**src/rtl/instruction_fetch_pkg.sv**
```systemverilog
// Shared core definitions: default widths, the NOP encoding and the fetch FSM states.
// The branch/signal decoder imports the same package.
package instruction_fetch_pkg;

    localparam int CORE_PC_WIDTH    = 7;
    localparam int CORE_INSTR_WIDTH = 16;

    localparam logic [CORE_INSTR_WIDTH-1:0] NOP = 16'h0000;

    typedef enum logic [0:0] {
        S_PRIME = 1'b0,
        S_RUN   = 1'b1
    } fetch_state_e;

endpackage

```
**src/rtl/instruction_fetch_program_counter.sv**
```systemverilog
// Fetch program counter: holds the address the ROM is reading and selects the next one
// (hold on stall, jump on an accepted branch, otherwise increment with natural wrap).
module instruction_fetch_program_counter #(
    parameter int                  PC_WIDTH     = 7,
    parameter logic [PC_WIDTH-1:0] RESET_VECTOR = PC_WIDTH'(0)
) (
    input  logic                Clock,
    input  logic                Reset,
    input  logic                i_run,
    input  logic                i_stall,
    input  logic                i_branch,
    input  logic [PC_WIDTH-1:0] i_branch_dir,
    output logic [PC_WIDTH-1:0] o_fetch_pc,
    output logic [PC_WIDTH-1:0] o_next_pc
);

    logic [PC_WIDTH-1:0] r_fetch_pc;
    logic [PC_WIDTH-1:0] w_next_pc;

    // Next-address select; while priming the ROM re-reads the current address.
    always_comb begin
        w_next_pc = r_fetch_pc;
        if (!i_run) begin
            w_next_pc = r_fetch_pc;
        end else if (i_stall) begin
            w_next_pc = r_fetch_pc;
        end else if (i_branch) begin
            w_next_pc = i_branch_dir;
        end else begin
            w_next_pc = r_fetch_pc + PC_WIDTH'(1);
        end
    end

    // PC register tracks the address presented to the ROM every edge.
    always_ff @(posedge Clock or posedge Reset) begin
        if (Reset) begin
            r_fetch_pc <= RESET_VECTOR;
        end else begin
            r_fetch_pc <= w_next_pc;
        end
    end

    assign o_fetch_pc = r_fetch_pc;
    assign o_next_pc  = w_next_pc;

endmodule

```
**src/rtl/instruction_fetch.sv**
```systemverilog
// Fetch stage: primes the synchronous ROM after reset, registers one instruction per cycle,
// and turns an accepted branch into a single bubble that squashes the wrong-path word.
module instruction_fetch
    import instruction_fetch_pkg::*;
#(
    parameter int                  PC_WIDTH     = CORE_PC_WIDTH,
    parameter int                  INSTR_WIDTH  = CORE_INSTR_WIDTH,
    parameter logic [PC_WIDTH-1:0] RESET_VECTOR = PC_WIDTH'(0)
) (
    input  logic                   Clock,
    input  logic                   Reset,
    input  logic                   iStall,
    input  logic                   iBranch_taken,
    input  logic [PC_WIDTH-1:0]    iBranch_dir,
    output logic [PC_WIDTH-1:0]    oRom_addr,
    input  logic [INSTR_WIDTH-1:0] iRom_data,
    output logic [INSTR_WIDTH-1:0] oInstruction,
    output logic                   oInstr_valid,
    output logic [PC_WIDTH-1:0]    oPC
);

    fetch_state_e        r_state;
    fetch_state_e        w_state_next;
    logic                w_run;
    logic                w_branch;
    logic [PC_WIDTH-1:0] w_fetch_pc;

    assign w_run = (r_state == S_RUN);
    // A branch only counts for a real instruction that is not being held.
    assign w_branch = iBranch_taken & oInstr_valid & ~iStall;

    instruction_fetch_program_counter #(
        .PC_WIDTH     (PC_WIDTH),
        .RESET_VECTOR (RESET_VECTOR)
    ) u_program_counter (
        .Clock        (Clock),
        .Reset        (Reset),
        .i_run        (w_run),
        .i_stall      (iStall),
        .i_branch     (w_branch),
        .i_branch_dir (iBranch_dir),
        .o_fetch_pc   (w_fetch_pc),
        .o_next_pc    (oRom_addr)
    );

    // Fetch FSM state register.
    always_ff @(posedge Clock or posedge Reset) begin
        if (Reset) begin
            r_state <= S_PRIME;
        end else begin
            r_state <= w_state_next;
        end
    end

    // Fetch FSM next state: one priming cycle, then run until reset.
    always_comb begin
        w_state_next = r_state;
        case (r_state)
            S_PRIME: w_state_next = S_RUN;
            S_RUN:   w_state_next = S_RUN;
            default: w_state_next = S_PRIME;
        endcase
    end

    // Instruction register: hold on stall, bubble on branch, else capture the ROM word.
    always_ff @(posedge Clock or posedge Reset) begin
        if (Reset) begin
            oInstruction <= INSTR_WIDTH'(NOP);
            oInstr_valid <= 1'b0;
            oPC          <= PC_WIDTH'(0);
        end else if (!w_run) begin
            oInstruction <= oInstruction;
            oInstr_valid <= oInstr_valid;
            oPC          <= oPC;
        end else if (iStall) begin
            oInstruction <= oInstruction;
            oInstr_valid <= oInstr_valid;
            oPC          <= oPC;
        end else if (w_branch) begin
            oInstruction <= INSTR_WIDTH'(NOP);
            oInstr_valid <= 1'b0;
            oPC          <= PC_WIDTH'(0);
        end else begin
            oInstruction <= iRom_data;
            oInstr_valid <= 1'b1;
            oPC          <= w_fetch_pc;
        end
    end

endmodule

```
**config.mk**
```make
export PLATFORM = sky130hd
export DESIGN_NAME = instruction_fetch
export DESIGN_NICKNAME = d
export VERILOG_FILES = /design/src/rtl/instruction_fetch_pkg.sv /design/src/rtl/instruction_fetch_program_counter.sv /design/src/rtl/instruction_fetch.sv
export SDC_FILE = /design/constraint.sdc
export NUM_CORES = 1
export LEC_CHECK = 0
export ABC_AREA = 1
export BUFFER_PORTS_ARGS = -buffer_cell sky130_fd_sc_hd__buf_4
export CAP_MARGIN = 25
export CORE_UTILIZATION = 45
export CTS_CLUSTER_DIAMETER = 120
export DETAILED_ROUTE_END_ITERATION = 6
export PLACE_DENSITY = 0.75
export SLEW_MARGIN = 20
export SYNTH_ARGS = -nofsm -noshare
export SYNTH_HDL_FRONTEND = slang
export SYNTH_SLANG_ARGS = --single-unit
```
**constraint.sdc**
```tcl
create_clock -name Clock -period 2.3 [get_ports Clock]
set_input_delay 0.23 -clock Clock [delete_from_list [all_inputs] [get_ports Clock]]
set_output_delay 0.23 -clock Clock [all_outputs]
set_load 0.03 [all_outputs]
```
==> metrics.sh, run 1 <==
PERIOD_NEEDED_NS=1.95
FP.DIEW_UM=58.5
POWER_DENSITY_nW_PER_UM2=995
DETAILED_PLACE.AREA_UM2=1890
ROUTED_WL_UM=3220
NUM_ANTENNA_CELLS=0
CRIT_PATH_MAX_FANOUT=27
FIRST_GLOBAL_VIAS=1194
FINALCLOCKSKEW_NS=0.0104
WORST_SETUP_PATH_TYPE='flop to output port'
REMAINING_DRC_ERRORS=0
AREAGROWTHSYNTHTOFINISH_PCT=39.1
RUN_STATUS='finished clean'
PORT-BUFFER-COUNT=57
MIN-DELAY-PATH-CLASS='input pin to flop'
TIMING.FINAL.SETUP_VIOLATIONS=0
VIAS=1329
CLOCK_INSERTION_DELAY_WORST_SKEW_NS=0.32
COUNT_OF_STATE_ELEMENTS_AFTER_SYNTHESIS=32
HOLD_VIOL_FINAL=0
SETUP_TNS_NS=0
HOLDPATHEND='oInstruction[5]$_DFFE_PP0P_'
WORST_SETUP_MARGIN_NS=0.351
GR-USAGE-ALL-LAYERS=0.207
ROUTE.ANTENNA.REMAINING_NETS=0
TRITONCTS='yes'
DETAIL_ROUTE.FIRST_PASS.ITERATIONS=5
NETLIST_INSTANCES=170
DP_SLACK_NS=0.632
FINAL.HOLD.WORST_SLACK_NS=0.123
LAUNCH_INSTANCE_OF_THE_WORST_MIN_DELAY_PATH='iRom_data[5]'
CTS_RESIZED=0
TOTAL_POWER_mW=1.99
NETS=258
CLOCK_TREE.ROOT_CELL='sky130_fd_sc_hd__clkbuf_4'
FINAL_LAYOUT_SIZE_SUFFIX_GT1_FRAC=0.325
PIN_COUNT=58
STD_CELL_ROWS=20
WORSTSETUPSTARTPOINTTYPE='flop'
SEQUENTIAL_AREA_SHARE_AFTER_SYNTHESIS=0.558
FINAL_DESIGN_AREA_NO_FILL_UM2=1990
TIMING.CRITICAL_PATH.ARRIVAL_NS=1.72
WHS_PATH_DEPTH=3
SLEW_VIOL_FINAL=0
GLOBAL_ROUTE_WIRE_LENGTH_BEFORE_REPAIR_UM=5220
DETAILEDPLACEMENTHPWL_UM=2290
POST_SYNTH_INSTANCE_AREA_UM2=1430
DIEHEIGHT_UM=58.5
CORE_AREA_UM2=3030
SYN_NETS=198
GR-TOTAL-OVERFLOW=0
WORST_IR_DROP_VDD_uV=586
INSTANCES_NO_FILL=275
R2R-START='r_state$_DFF_PP0_'
REG2REG_SLACK_NS=1.02
POSTSYNTHAREAPERCELL_UM2=8.43
MOSTFREQUENTLAYOUTCELL='sky130_fd_sc_hd__nand2_1'
DETAIL_ROUTE.WL_PER_CELL_UM=11.7
POSTLAYOUTCOREUTIL=0.659
CTS.CLK_SLEW.WORST_PATHS_NS=0.10
CTS_MADE_BUFFERS=5
RSZ0062_AT_GRT='no'
SYNTHESIS.YOSYS.WARNINGS=0
CTSLONGESTPATHBUFFERS=2
FLOORPLAN.INITIALDENSITY=0.474
DRT-VIAS-PER-INSTANCE=4.83
GRT_START_MAX_NET_PINS=33
DIE_AREA_UM2=3420
CRITICAL_REGISTER_TO_REGISTER_PATH_ENDPOINT='u_program_counter.o_fetch_pc[3]$_DFF_PP0_'
LAYOUT_COMMON_CELLS='64 x sky130_fd_sc_hd__nand2_1, 59 x sky130_fd_sc_hd__buf_4, 32 x sky130_fd_sc_hd__dfrtp_1, 25 x sky130_fd_sc_hd__nand3_1, 10 x sky130_fd_sc_hd__o21ai_1'
CTS.SINKS=32
INITIAL_ANTENNA_VIOLATION_COUNT=0
MAX_FREQ_MHz=513
SYNTH.DISTINCT_CELLS=22
INITIALDRTVIOLATIONCOUNT=40
CRIT_REQUIRED_NS=2.07
POWER.LEAKAGE_nW=1.11
GP_CONGESTION=0.788
PLACE.DETAILED.INSTANCES=266
WORST_R2R_PATH_DEPTH=6
ENDPOINT_TYPE_OF_THE_WORST_SETUP_PATH='output port'
FINAL_MIN_PERIOD_OVER_CLOCK_PERIOD=0.848
CTS_H_TREE_LVLS=2
CAP_VIOLATIONS=0
-- Yosys cell counts (all sizes together) --
cell type	instances	area, um2
o21bai	2	15.0
clkbuf	1	3.75
buf	6	38.8
nand3	26	135
conb	1	3.75
o21ai	12	60.1
nand2	67	269
o22ai	1	6.26
a31oi	1	6.26
ha	1	12.5
inv	11	41.3
nor2	6	22.5
dfrtp	32	801
a21oi	3	18.8
-- how the worst max path moves through the flow --
stage                                  start      endpoint  slack, ns  cells after the start
floorplan           oInstr_valid$_DFFE_PP0P_  oRom_addr[4]       0.61                      4
global placement                      iStall  oRom_addr[3]       0.67                      9
detailed placement                    iStall  oRom_addr[3]       0.63                      9
CTS                        r_state$_DFF_PP0_  oRom_addr[3]       0.34                      7
global route               r_state$_DFF_PP0_  oRom_addr[3]       0.17                      7
finish                     r_state$_DFF_PP0_  oRom_addr[3]       0.35                      7
-- cell type report --
type	instances	area, um2
fillers	282	1030
flip-flops and latches	32	801
multi-input cells	120	549
repair buffers	60	453
clock buffers	7	65.1
well taps	44	55.1
inverters	11	41.3
clock inverters	1	30.0
-- where the power goes --
group	switching, mW	internal (mW)
clock	0.181	0.289
sequential	0.0904	0.679
combinational	0.469	0.278
total	0.740	1.25
-- routing by layer --
metal  routed length [um]  up-vias  global-route usage  share of wire
li1                     -      668                   -              -
met1                 1420      618               0.255           0.44
met2                 1590       39               0.332           0.49
met3                  176        4              0.0813          0.055
met4                   34        0              0.0714          0.011
met5                    0        -                   0              0
-- flip-flops by register name, summed over array words and instances, names as in the netlist --
register,cells
oInstr_valid,1
oInstruction,16
u_program_counter.o_fetch_pc,7
oPC,7
r_state,1
-- cell families (layout without fill, tap and decap cells) --
group                      count (synthesis)  in the layout  share of synthesized area
and+or+nand+nor                           99             99                      0.298
adders and majority gates                  1              1                    0.00872
other                                      1              1                    0.00262
buffers and inverters                     18             79                     0.0585
AOI/OAI and AO/OA                         19             19                     0.0742
DFF                                       32             32                      0.558
-- critical path, stage by stage, from the launching register on --
cell and delay (ns):
sky130_fd_sc_hd__dfrtp_1 0.36, sky130_fd_sc_hd__nand2_2 0.06, sky130_fd_sc_hd__inv_2 0.33, sky130_fd_sc_hd__nand2_4 0.18
sky130_fd_sc_hd__nand2_1 0.10, sky130_fd_sc_hd__nand2_1 0.05, sky130_fd_sc_hd__o21ai_1 0.11, sky130_fd_sc_hd__buf_4 0.20
-- repair_timing --
action | in CTS | in global routing
setup buffers | 0 | 0
hold endpoints to repair | 26 | 0
hold buffers | 1 | 0
No activity file was read; power rests on OpenSTA's default activity.
==> run 2, diff against run 1 <==
==> constraint.sdc (replaced) <==
create_clock -name Clock -period 2 [get_ports Clock]
set_input_delay 0.2 -clock Clock [delete_from_list [all_inputs] [get_ports Clock]]
set_output_delay 0.2 -clock Clock [all_outputs]
set_load 0.03 [all_outputs]
==> metrics.sh, run 2 (synthesized netlist as in run 1, its figures left out) <==
RUN_STATUS='finished clean'
FINALCLOCKSKEW_NS=0.00346
LAYOUT_COMMON_CELLS='64 x sky130_fd_sc_hd__nand2_1, 60 x sky130_fd_sc_hd__buf_4, 32 x sky130_fd_sc_hd__dfrtp_1, 25 x sky130_fd_sc_hd__nand3_1, 10 x sky130_fd_sc_hd__o21ai_1'
WORSTSETUPSTARTPOINTTYPE='flop'
GR-USAGE-ALL-LAYERS=0.229
MULTI_INPUT_LOGIC_AREA_UM2=549
DETAILEDPLACEMENTHPWL_UM=2400
INITIAL_ANTENNA_VIOLATION_COUNT=0
ENDPOINT_TYPE_OF_THE_WORST_SETUP_PATH='output port'
DETAIL_ROUTE.FIRST_PASS.ITERATIONS=5
VIAS=1367
GLOBAL_ROUTE_WIRE_LENGTH_BEFORE_REPAIR_UM=5820
CRIT_REQUIRED_NS=1.80
MIN-DELAY-PATH-CLASS='input pin to flop'
REMAINING_DRC_ERRORS=0
TIMING.CRITICAL_PATH.ARRIVAL_NS=1.61
STD_CELL_ROWS=20
PERIOD_NEEDED_NS=1.81
FIRST_GLOBAL_VIAS=1297
CTS.SINKS=32
DRT-VIAS-PER-INSTANCE=4.95
CTSLONGESTPATHBUFFERS=2
PIN_COUNT=58
NUM_ANTENNA_CELLS=0
PORT-BUFFER-COUNT=57
FP.DIEW_UM=58.5
LAYOUT.FILLER_CELLS=275
TIMING.FINAL.SETUP_VIOLATIONS=0
FINAL_LAYOUT_SIZE_SUFFIX_GT1_FRAC=0.319
CTS.CLK_SLEW.WORST_PATHS_NS=0.09
RSZ0062_AT_GRT='no'
CTS_MADE_BUFFERS=5
DIE_AREA_UM2=3420
LARGEST-REGISTER='oInstruction'
CAP_VIOLATIONS=0
HOLD_VIOL_FINAL=0
TRITONCTS='yes'
WORST_IR_DROP_VDD_uV=555
AREAGROWTHSYNTHTOFINISH_PCT=37.1
MOSTFREQUENTLAYOUTCELL='sky130_fd_sc_hd__nand2_1'
POSTLAYOUTCOREUTIL=0.649
ROUTED_WL_UM=3350
SETUP_TNS_NS=0
GP_CONGESTION=0.808
CTS_RESIZED=0
LARGEST_REG_FLOPS=16
FLOORPLAN.INITIALDENSITY=0.474
WORST_SETUP_PATH_TYPE='flop to output port'
SLEW_VIOL_FINAL=0
FINAL_MIN_PERIOD_OVER_CLOCK_PERIOD=0.906
DETAIL_ROUTE.WL_PER_CELL_UM=12.1
GRT_START_MAX_NET_PINS=33
REGAREA_UM2=801
CORE_AREA_UM2=3030
ROUTE.ANTENNA.REMAINING_NETS=0
POWER.LEAKAGE_nW=1.09
MAX_FREQ_MHz=552
POWER_DENSITY_nW_PER_UM2=1080
INITIALDRTVIOLATIONCOUNT=55
CRIT_PATH_MAX_FANOUT=4
CLOCK_TREE.ROOT_CELL='sky130_fd_sc_hd__clkbuf_4'
GR-TOTAL-OVERFLOW=0
CTS_H_TREE_LVLS=2
DIEHEIGHT_UM=58.5
CLOCK_INSERTION_DELAY_WORST_SKEW_NS=0.32
NETS=259
[run 2: per-stage QoR]
| stage | hold WS [ns] | cell area (um2) | instances | setup WS, ns | total power [mW] |
|---|---|---|---|---|---|
| finish | 0.0918 | 1970 | 276 | 0.188 | 2.12 |
| global route | 0.0813 | 1970 | 276 | 0.0248 | 2.27 |
| CTS | 0.0894 | 1970 | 276 | 0.171 | 2.14 |
| detailed placement | 0.317 | 1900 | 267 | 0.510 | 1.77 |
| global placement | 0.310 | 1900 | 267 | 0.572 | 1.75 |
| floorplan | 0.316 | 1430 | 170 | 0.337 | 1.43 |
[run 2: final timing paths]
| kind | from | depth (start not counted) | end | slack [ns] |
|---|---|---|---|---|
| worst max-delay path | u_program_counter.o_fetch_pc[0]$_DFF_PP0_ | 7 | oRom_addr[4] | 0.19 |
| worst min-delay path | iRom_data[0] | 3 | oInstruction[0]$_DFFE_PP0P_ | 0.09 |
| worst max register to register | oInstr_valid$_DFFE_PP0P_ | 5 | u_program_counter.o_fetch_pc[6]$_DFF_PP0_ | 0.80 |
| worst min register to register | oInstruction[4]$_DFFE_PP0P_ | 2 | oInstruction[4]$_DFFE_PP0P_ | 0.48 |
| max in group asynchronous | Reset | 4 | oInstruction[3]$_DFFE_PP0P_ | 1.18 |
| min in group asynchronous | Reset | 4 | oInstruction[8]$_DFFE_PP0P_ | 0.54 |
[run 2: routing by layer]
layer / up-vias / GRT usage / share of wire
li1: 666 / - / -
met1: 647 / 0.275 / 0.41
met2: 48 / 0.391 / 0.51
met3: 6 / 0.0747 / 0.070
met4: 0 / 0.0714 / 0.013
met5: - / 0 / 0
[run 2: layout make-up]
type                    instances  share of cell area
repair buffers                 61               0.234
well taps                      44              0.0280
flip-flops and latches         32               0.407
clock buffers                   8              0.0299
inverters                      11              0.0210
multi-input cells             120               0.279
[run 2: worst max-delay path: stages, from the launching register on]
cell                      delay [ns]
sky130_fd_sc_hd__dfrtp_1        0.42
sky130_fd_sc_hd__ha_1           0.24
sky130_fd_sc_hd__nand2_1        0.07
sky130_fd_sc_hd__inv_1          0.06
sky130_fd_sc_hd__nand3_1        0.08
sky130_fd_sc_hd__o21ai_1        0.06
sky130_fd_sc_hd__a21oi_1        0.17
sky130_fd_sc_hd__buf_4          0.19
[run 2: power breakdown]
group	switching, mW	total (mW)	internal [mW]
Sequential	0.104	0.885	0.780
Combinational	0.546	0.866	0.320
Clock	0.199	0.373	0.173
[run 2: what timing repair did]
item | in CTS | in global routing
hold endpoints to repair | 32 | 0
setup buffers | 0 | 0
hold buffers | 1 | 0
==> run 3, diff against run 2 <==
--- a/config.mk
+++ b/config.mk
@@ -8,10 +8,12 @@
 export ABC_AREA = 1
 export BUFFER_PORTS_ARGS = -buffer_cell sky130_fd_sc_hd__buf_4
 export CAP_MARGIN = 25
-export CORE_UTILIZATION = 45
+export CELL_PAD_IN_SITES_DETAIL_PLACEMENT = 0
+export CELL_PAD_IN_SITES_GLOBAL_PLACEMENT = 2
+export CORE_UTILIZATION = 28
 export CTS_CLUSTER_DIAMETER = 120
 export DETAILED_ROUTE_END_ITERATION = 6
-export PLACE_DENSITY = 0.75
+export PLACE_DENSITY_LB_ADDON = 0.1
 export SLEW_MARGIN = 20
 export SYNTH_ARGS = -nofsm -noshare
 export SYNTH_HDL_FRONTEND = slang
==> constraint.sdc (replaced) <==
create_clock -name Clock -period 2.32 [get_ports Clock]
set_input_delay 0.232 -clock Clock [delete_from_list [all_inputs] [get_ports Clock]]
set_output_delay 0.232 -clock Clock [all_outputs]
set_load 0.03 [all_outputs]
==> metrics.sh, run 3 (synthesized netlist as in run 1, its figures left out) <==
DETAIL_ROUTE.FIRST_PASS.ITERATIONS=4
CLOCK_INSERTION_DELAY_WORST_SKEW_NS=0.29
POWER_DENSITY_nW_PER_UM2=1000
CTS_MADE_BUFFERS=5
WORSTSETUPSTARTPOINTTYPE='flop'
AREAGROWTHSYNTHTOFINISH_PCT=41.8
CRIT_PATH_MAX_FANOUT=15
R2R-START='r_state$_DFF_PP0_'
LAYOUT.FILLER_CELLS=516
CTS.SINKS=32
ROUTE.ANTENNA.REMAINING_NETS=0
PERIOD_NEEDED_NS=1.86
WORST_SETUP_PATH_TYPE='flop to output port'
PORT-BUFFER-COUNT=57
NUM_ANTENNA_CELLS=0
GR-USAGE-ALL-LAYERS=0.154
GLOBAL_ROUTE_WIRE_LENGTH_BEFORE_REPAIR_UM=6110
LARGEST-REGISTER='oInstruction'
CTS_SETUP_BUFFERS=0
DIEHEIGHT_UM=73.6
ROUTED_WL_UM=3780
INITIAL_ANTENNA_VIOLATION_COUNT=0
POSTLAYOUTCOREUTIL=0.422
CTS_H_TREE_LVLS=2
MULTI_INPUT_LOGIC_AREA_UM2=549
REMAINING_DRC_ERRORS=0
RSZ0062_AT_GRT='no'
CTS_RESIZED=0
POWER.LEAKAGE_nW=1.11
CTSLONGESTPATHBUFFERS=2
PIN_COUNT=58
LAYOUT_COMMON_CELLS='64 x sky130_fd_sc_hd__nand2_1, 60 x sky130_fd_sc_hd__buf_4, 32 x sky130_fd_sc_hd__dfrtp_1, 25 x sky130_fd_sc_hd__nand3_1, 10 x sky130_fd_sc_hd__o21ai_1'
FP.DIEW_UM=73.6
MAX_FREQ_MHz=538
DETAILED_PLACE.AREA_UM2=1930
FIRST_GLOBAL_VIAS=1331
WORST_IR_DROP_VDD_uV=320
FINAL_MIN_PERIOD_OVER_CLOCK_PERIOD=0.801
CAP_VIOLATIONS=0
FINAL_DESIGN_AREA_NO_FILL_UM2=2030
MIN-DELAY-PATH-CLASS='input pin to async pin'
GRT_START_MAX_NET_PINS=33
MOSTFREQUENTLAYOUTCELL='sky130_fd_sc_hd__nand2_1'
GR-TOTAL-OVERFLOW=0
CLOCK_TREE.ROOT_CELL='sky130_fd_sc_hd__clkbuf_8'
CORE_AREA_UM2=4820
ENDPOINT_TYPE_OF_THE_WORST_SETUP_PATH='output port'
VIAS=1336
STD_CELL_ROWS=25
LARGEST_REG_FLOPS=16
DETAIL_ROUTE.WL_PER_CELL_UM=12.7
FINAL_LAYOUT_SIZE_SUFFIX_GT1_FRAC=0.325
CRITICAL_REGISTER_TO_REGISTER_PATH_ENDPOINT='u_program_counter.o_fetch_pc[1]$_DFF_PP0_'
DETAILEDPLACEMENTHPWL_UM=2650
NETS=258
INITIALDRTVIOLATIONCOUNT=42
HOLD_VIOL_FINAL=0
POST_CTS_HOLD_BUFFER_COUNT=0
SLEW_VIOL_FINAL=0
TIMING.CRITICAL_PATH.ARRIVAL_NS=1.63
RUN_STATUS='finished clean'
FLOORPLAN.INITIALDENSITY=0.298
SETUP_TNS_NS=0
FINAL.HOLD.WORST_SLACK_NS=0.0382
TRITONCTS='yes'
DIE_AREA_UM2=5410
WORST_R2R_PATH_DEPTH=5
DRT-VIAS-PER-INSTANCE=4.48
GP_CONGESTION=0.778
TOTAL_POWER_mW=2.04
FINALCLOCKSKEW_NS=0.00361
CRIT_REQUIRED_NS=2.09
REG2REG_SLACK_NS=1.08
REGAREA_UM2=801
CTS.CLK_SLEW.WORST_PATHS_NS=0.07
TIMING.FINAL.SETUP_VIOLATIONS=0
run 3: cell count changes in the layout (fill, tap and decap cells not counted):
cell,change
sky130_fd_sc_hd__clkbuf_4,-5
sky130_fd_sc_hd__clkinv_2,+1
sky130_fd_sc_hd__bufinv_16,+1
sky130_fd_sc_hd__dlygate4sd3_1,-1
sky130_fd_sc_hd__clkbuf_8,+4
sky130_fd_sc_hd__clkbuf_1,-1
run 3: area by class of cell:
cell class                 instances  share of cell area
tap                               67              0.0412
clock inverter                     2              0.0172
inverter                          11              0.0203
multi-input combinational        120               0.270
timing repair buffer              60               0.222
clock buffer                       6              0.0357
sequential                        32               0.394
run 3: report_power, final:
part	internal [mW]	switching, mW	leakage (nW)
Clock	0.319	0.211	0.0552
Combinational	0.276	0.470	0.657
Sequential	0.674	0.0895	0.399
run 3: critical path, cell delays in order (launching register included):
cell and delay (ns):
sky130_fd_sc_hd__dfrtp_1 0.35, sky130_fd_sc_hd__nand2_2 0.07, sky130_fd_sc_hd__inv_2 0.20, sky130_fd_sc_hd__buf_4 0.26, sky130_fd_sc_hd__o21ai_1 0.09, sky130_fd_sc_hd__o22ai_1 0.17, sky130_fd_sc_hd__buf_4 0.20
run 3: worst max-delay path by stage:
stage	from	to	slack, ns	cells after the start
after floorplan	oInstr_valid$_DFFE_PP0P_	oRom_addr[4]	0.62	4
final	r_state$_DFF_PP0_	oRom_addr[1]	0.46	6
after global placement	iStall	oRom_addr[1]	0.77	8
after global routing	r_state$_DFF_PP0_	oRom_addr[1]	0.33	6
after CTS	r_state$_DFF_PP0_	oRom_addr[1]	0.44	6
after detailed placement	iStall	oRom_addr[1]	0.69	8
run 3: routing by layer:
layer / global-route usage / routed length (um)
met1: 0.183 / 1690
met2: 0.258 / 1810
met3: 0.0453 / 220
met4: 0.0641 / 58
met5: 0 / 0
run 3: per-stage QoR:
stage               instances  setup WS, ns
floorplan                 170         0.625
global placement          290         0.768
detailed placement        290         0.692
CTS                       298         0.443
global route              298         0.330
finish                    298         0.462
